==> config.mk <==
export PLATFORM = sky130hd
export DESIGN_NAME = demux_1to4_buffered
export DESIGN_NICKNAME = d
export VERILOG_FILES = /design/src/rtl/demux_1to4_buffered.sv
export SDC_FILE = /design/constraint.sdc
export NUM_CORES = 1
export LEC_CHECK = 0
export ABC_AREA = 1
export CORE_UTILIZATION = 43
export DETAILED_ROUTE_END_ITERATION = 16
export PLACE_DENSITY = 0.8
export SLEW_MARGIN = 25
export SYNTH_ARGS = -nofsm -noshare
export SYNTH_HDL_FRONTEND = slang
export SYNTH_SLANG_ARGS = --single-unit
==> constraint.sdc <==
create_clock -name clk -period 2.3 [get_ports clk]
set_clock_uncertainty 0.1 [all_clocks]
set_input_delay 0.23 -clock clk [delete_from_list [all_inputs] [get_ports clk]]
set_output_delay 0.23 -clock clk [all_outputs]
set_load 0.1 [all_outputs]
==> src/rtl/demux_1to4_buffered.sv <==
// Registered 1-to-4 demultiplexer: one valid/ready input stream is steered to one of four
// single-entry output buffers, chosen by Selector or by a round-robin pointer.
module demux_1to4_buffered #(
    parameter int WORD_LENGTH = 8,
    parameter int CNT_WIDTH   = 8
) (
    input  logic                   clk,
    input  logic                   reset,
    input  logic                   Auto_Mode,
    input  logic [1:0]             Selector,
    input  logic [WORD_LENGTH-1:0] In_Data,
    input  logic                   In_Valid,
    output logic                   In_Ready,
    output logic [WORD_LENGTH-1:0] Out_Data0,
    output logic [WORD_LENGTH-1:0] Out_Data1,
    output logic [WORD_LENGTH-1:0] Out_Data2,
    output logic [WORD_LENGTH-1:0] Out_Data3,
    output logic [3:0]             Out_Valid,
    input  logic [3:0]             Out_Ready,
    output logic [1:0]             Rr_Pointer,
    output logic [CNT_WIDTH-1:0]   Word_Count0,
    output logic [CNT_WIDTH-1:0]   Word_Count1,
    output logic [CNT_WIDTH-1:0]   Word_Count2,
    output logic [CNT_WIDTH-1:0]   Word_Count3
);

    logic [WORD_LENGTH-1:0] data_q [4];
    logic [CNT_WIDTH-1:0]   cnt_q  [4];
    logic [3:0]             full_q;
    logic [1:0]             ptr_q;
    logic [1:0]             sel;
    logic                   accept;
    logic [3:0]             load;
    logic [3:0]             drain;

    // A full buffer can still take a new word in the same cycle its consumer drains it.
    assign sel      = Auto_Mode ? ptr_q : Selector;
    assign In_Ready = ~full_q[sel] | Out_Ready[sel];
    assign accept   = In_Valid & In_Ready;
    assign load     = accept ? (4'b0001 << sel) : 4'b0000;
    assign drain    = full_q & Out_Ready;

    always_ff @(posedge clk or negedge reset) begin
        if (!reset) begin
            full_q <= 4'b0000;
            ptr_q  <= 2'd0;
            for (int i = 0; i < 4; i++) begin
                data_q[i] <= '0;
                cnt_q[i]  <= '0;
            end
        end else begin
            for (int i = 0; i < 4; i++) begin
                if (load[i]) begin
                    data_q[i] <= In_Data;
                    full_q[i] <= 1'b1;
                    cnt_q[i]  <= cnt_q[i] + CNT_WIDTH'(1);
                end else if (drain[i]) begin
                    full_q[i] <= 1'b0;
                end
            end
            if (accept && Auto_Mode) begin
                ptr_q <= ptr_q + 2'd1;
            end
        end
    end

    assign Out_Valid   = full_q;
    assign Rr_Pointer  = ptr_q;
    assign Out_Data0   = data_q[0];
    assign Out_Data1   = data_q[1];
    assign Out_Data2   = data_q[2];
    assign Out_Data3   = data_q[3];
    assign Word_Count0 = cnt_q[0];
    assign Word_Count1 = cnt_q[1];
    assign Word_Count2 = cnt_q[2];
    assign Word_Count3 = cnt_q[3];

endmodule

Word level (Yosys, flattened, before mapping)
Cells that the tools add are included.
- add/sub/neg operators: 5
- magnitude comparators: 1
- shifts and indexed selects: 1
- mux-type cells: 14
- bitwise logic cells: 4
- reduce and logical (&&, ||, !) cells: 5
- operators with widths (cell ; number):
    8-bit by 1-bit adder with 8-bit output, second input constant ; 4
    1-bit 2-to-1 mux ; 10
    2-bit nonzero test ; 4
    4-bit bitwise AND ; 1
    1-bit binary-select mux with 2-bit select ; 2
    4-bit 2-to-1 mux ; 1
    1-bit by 2-bit << shifter with 4-bit output, first input constant ; 1
    2-bit by 3-bit < comparator with 1-bit output, second input constant ; 1
    2-bit by 1-bit adder with 2-bit output, second input constant ; 1
    2-bit 2-to-1 mux ; 1
    1-bit bitwise AND ; 1
    1-bit logical AND ; 1
    1-bit NOT ; 1
    1-bit bitwise OR ; 1
- register bits: 70
- output and inout port bits: 71

Longest topological paths before layout
- word-level depth: 8
- gate-level depth with buffers: 13

Worst setup path before layout
OpenSTA, ideal clock, no wires.
- kind: register -> register
- start point: register ptr_q[0] (netlist: Rr_Pointer[0])
- end point: register data_q, in the netlist Out_Data0[6]
- setup time: 0.068 ns
- data arrival time: 2.433 ns
- path slack: -0.301 ns
- cell stages (with the launch flop): 12
- buffers on the path: 1
- period minus slack after synthesis: 2.601 ns
- cell sequence: dfrtp_1 > nand2_2 > nand2_4 > nand2_1 > nand2_1 > nand2_1 > nand2_1 > inv_2 > nand2_8 > buf_2 > nand4_1 > nand2_1
- cells in the longest elaborated chain, start to end: 7
- ends and longest elaborated chain (item ; line ; text):
    start: declaration ; 30 ; logic [1:0] ptr_q;
    start signal: assignment ; 62 ; ptr_q <= ptr_q + 2'd1;
    2-bit 2-to-1 mux (*) ; 37 ; assign sel = Auto_Mode ? ptr_q : Selector;
    1-bit binary-select mux with 2-bit select ; 38 ; assign In_Ready = ~full_q[sel] | Out_Ready[sel];
    1-bit 2-to-1 mux (not written as such) ; 38 ;
    1-bit NOT ; 38 ;
    1-bit bitwise OR (*) ; 38 ;
    net In_Ready ; 13 ; output logic In_Ready,
    1-bit bitwise AND (*) ; 39 ; assign accept = In_Valid & In_Ready;
    4-bit 2-to-1 mux (*) ; 40 ; assign load = accept ? (4'b0001 << sel) : 4'b0000;
    end signal: indexed assignment ; 54 ; data_q[i] <= In_Data;
    end: declaration ; 27 ; logic [WORD_LENGTH-1:0] data_q [4];
The timed path passes the listed nets; every way through them passes the cells marked *. The select of a mux whose other input is x is not followed.
A chain may end at the register's enable or synchronous reset.

Worst setup path in the final report
- start point: register ptr_q[0] (netlist: Rr_Pointer[0])
- end point: output In_Ready
- cells in the longest elaborated chain, start to end: 5
- ends and longest elaborated chain (item ; line):
    2-bit 2-to-1 mux (*) ; 37
    1-bit binary-select mux with 2-bit select ; 38
    1-bit 2-to-1 mux (not written as such) ; 38
    1-bit NOT ; 38
    1-bit bitwise OR (*) ; 38
    end: declaration ; 13
Mark *: on every way between the ends. The rest lies on a longest branch, timed or not. The select of a mux whose other input is x is not followed.

==> results.toml <==
[run_status]
status = "completed"

[timing]
period_share_pct = 89.82
tightest_slew_ns = 0.6489
rsz0062_at_grt = "false"
final_hold_viol_count = 0
timing.hold.ws_ns = 0.2174
period_needed_ns = 2.066
final-setup-viol-count = 0
relSlewSlack_pct = 56.74
drv_slew = 0
max_freq_mhz = 484.1

[drt]
postRouteAntennaNets = 0
via_per_inst = 5.265
wl_um = 9016
wl_per_cell_um = 14.73
drcViolationCount = 0
vias = 3222
drtPass1Iterations = 4
drtIter0Drc = 153

[floorplanning]
die_y_um = 92.78
core_area_um2 = 7848
initial_core_util_pct = 45.15
fp.dieArea_um2 = 8607
rows = 32
die_x_um = 92.78
pin_count = 89

[finish]
syn_to_final_growth_pct = 28.64
instances_no_fill = 612
final_nets = 527
mostFrequentLayoutCells = "nand2_1 (162), buf_4 (81), nand4_1 (69)"
final_util_pct = 58.08
register_area_um2 = 1754
drive_gt1_share_pct = 23.14
insertedDiodeCount = 0
final_common_cell = "nand2_1"
multi_input_area_um2 = 1565
nFillCells = 711

[global_route]
grt_pass1_vias = 2997
grt_pass1_wl_um = 14840
grt.total_usage_pct = 22.10
grt_max_degree = 46
grt-ovfl-total = 0
grt_antenna_before_repair = 0

[worst_setup_path]
startpoint_type = "flop"
crit_fanout = 24
required_ns = 1.97
reg2reg_to = "Out_Data2[3]$_DFFE_PN0P_"
arrival_ns = 1.74
r2r_cells = 10
rr_startpoint = "Rr_Pointer[0]$_DFFE_PN0P_"
r2r_slack_ns = 0.46
crit_type = "reg -> out"
cp-end-kind = "output pin"
crit_end = "In_Ready"
cp-startpoint = "Rr_Pointer[0]$_DFFE_PN0P_"

[placed_design]
dp_cells = 595
hpwl_um = 6328
port_buffers = 88
routabilityCongestion = 0.8842

[clock_tree]
clk_latency_ns = 0.35
root_buffer = "clkbuf_8"
cts_sinks = 70
cts_made_buffers = 9
htreeDepth = 3
clockBufferDepth = 2
clk_pin_slew_worst_paths_ns = 0.07
cts_tree = "built"
postCtsSetupRepairBufs = 0

[logic_synthesis]
ys_warn_count = 0
yosysSeqAreaShare_pct = 49.44
synthesis.nets = 438
ys_ff_latch = 70
synth_area_um2 = 3543
syn_area_per_cell_um2 = 8.518
synthesis.instances = 416
ys_types = 27

[hold_path]
hp-class = "in -> reg"

[flow_run]
maxCapViolations = 0
sequential cells by signal, summed over array words and instances, names as in the netlist:
signal,cells
Out_Valid,4
Out_Data3,8
Word_Count2,8
Word_Count0,8
Rr_Pointer,2
Out_Data1,8
Word_Count3,8
Out_Data0,8
Out_Data2,8
Word_Count1,8
repair_timing:
action	4_1_cts	5_1_grt
hold buffers	1	0
setup endpoints to repair	0	1
resized for setup	0	1
hold endpoints to repair	25	0
cell usage after synthesis:
| master | number | area share [%] |
|---|---|---|
| nand2_1 | 162 | 17 |
| nor2_2 | 2 | 0.35 |
| nand3_4 | 4 | 2.0 |
| o21ai_1 | 2 | 0.28 |
| buf_2 | 7 | 0.99 |
| nand2_4 | 1 | 0.32 |
| xnor2_1 | 6 | 1.5 |
| clkinv_1 | 1 | 0.11 |
| nand3b_1 | 1 | 0.21 |
| dfrtp_1 | 70 | 49 |
| nand3_1 | 17 | 2.4 |
| xor2_1 | 15 | 3.7 |
| buf_8 | 1 | 0.42 |
| nor3_1 | 2 | 0.28 |
| buf_1 | 3 | 0.32 |
| nand2_8 | 1 | 0.56 |
| nand2_2 | 3 | 0.53 |
| ha_1 | 4 | 1.4 |
| o21ai_2 | 1 | 0.25 |
| clkbuf_1 | 6 | 0.64 |
| nor2_1 | 6 | 0.64 |
| inv_1 | 19 | 2.0 |
| inv_2 | 4 | 0.42 |
| buf_6 | 2 | 0.64 |
| nand4_1 | 69 | 12 |
| buf_4 | 4 | 0.85 |
| o21ai_0 | 3 | 0.42 |
metrics by stage:
stage	worst slack, ns	setup TNS [ns]	instance area [µm²]
floorplan	0.02292	0	3546
global placement	0.09227	0	4345
detailed placement	-0.03633	-0.06071	4345
CTS	0.09699	0	4556
global route	0.1288	0	4558
finish	0.2341	0	4558
kinds of logic after synthesis:
family	share of synthesized area, %
DFF	49.44
buffers and inverters	6.391
adders and majority gates	1.412
AOI/OAI and AO/OA	0.9533
xor gates and xnor gates	5.191
and+or+nand+nor	36.62
worst max-delay path, cell delays in order, from the launching register on:
cell and delay (ns):
dfrtp_2 0.44, nand2_2 0.12, nand2_4 0.10, nand2_1 0.09, o21ai_1 0.07, nand2_1 0.08, nand2_2 0.09, nand2_8 0.20
buf_12 0.21
worst min path at each step:
stage | from | to | slack [ns] | depth (start not counted)
CTS | In_Valid | Word_Count3[3]$_DFFE_PN0P_ | 0.30 | 3
global route | Auto_Mode | Rr_Pointer[1]$_DFFE_PN0P_ | 0.24 | 3
floorplan | reset | Out_Data0[0]$_DFFE_PN0P_ | -0.17 | 0
global placement | reset | Word_Count3[3]$_DFFE_PN0P_ | 0.18 | 1
detailed placement | reset | Word_Count3[3]$_DFFE_PN0P_ | 0.19 | 1
finish | Auto_Mode | Rr_Pointer[1]$_DFFE_PN0P_ | 0.22 | 3
per-layer routing:
metal / share of wire (%) / track usage (%) / vias up / wire length [µm]
met1: 45 / 29.63 / 1538 / 4065
met5: 0 / 0 / - / 0
met2: 48 / 34.74 / 95 / 4362
li1: - / - / 1579 / -
met4: 1.1 / 6.538 / 0 / 101
met3: 5.4 / 6.240 / 10 / 487
area by class of cell:
| type | count | area share (%) |
|---|---|---|
| flip-flops and latches | 70 | 38.48 |
| multi-input cells | 299 | 34.34 |
| repair buffers | 101 | 18.01 |
| clock buffers | 11 | 3.102 |
| well taps | 102 | 2.800 |
| inverters | 24 | 1.976 |
| clock inverters | 5 | 1.290 |
Power is left out: the tool's default activity adds up to more than one toggle a clock period on the data nets, which glitch-free logic cannot reach.
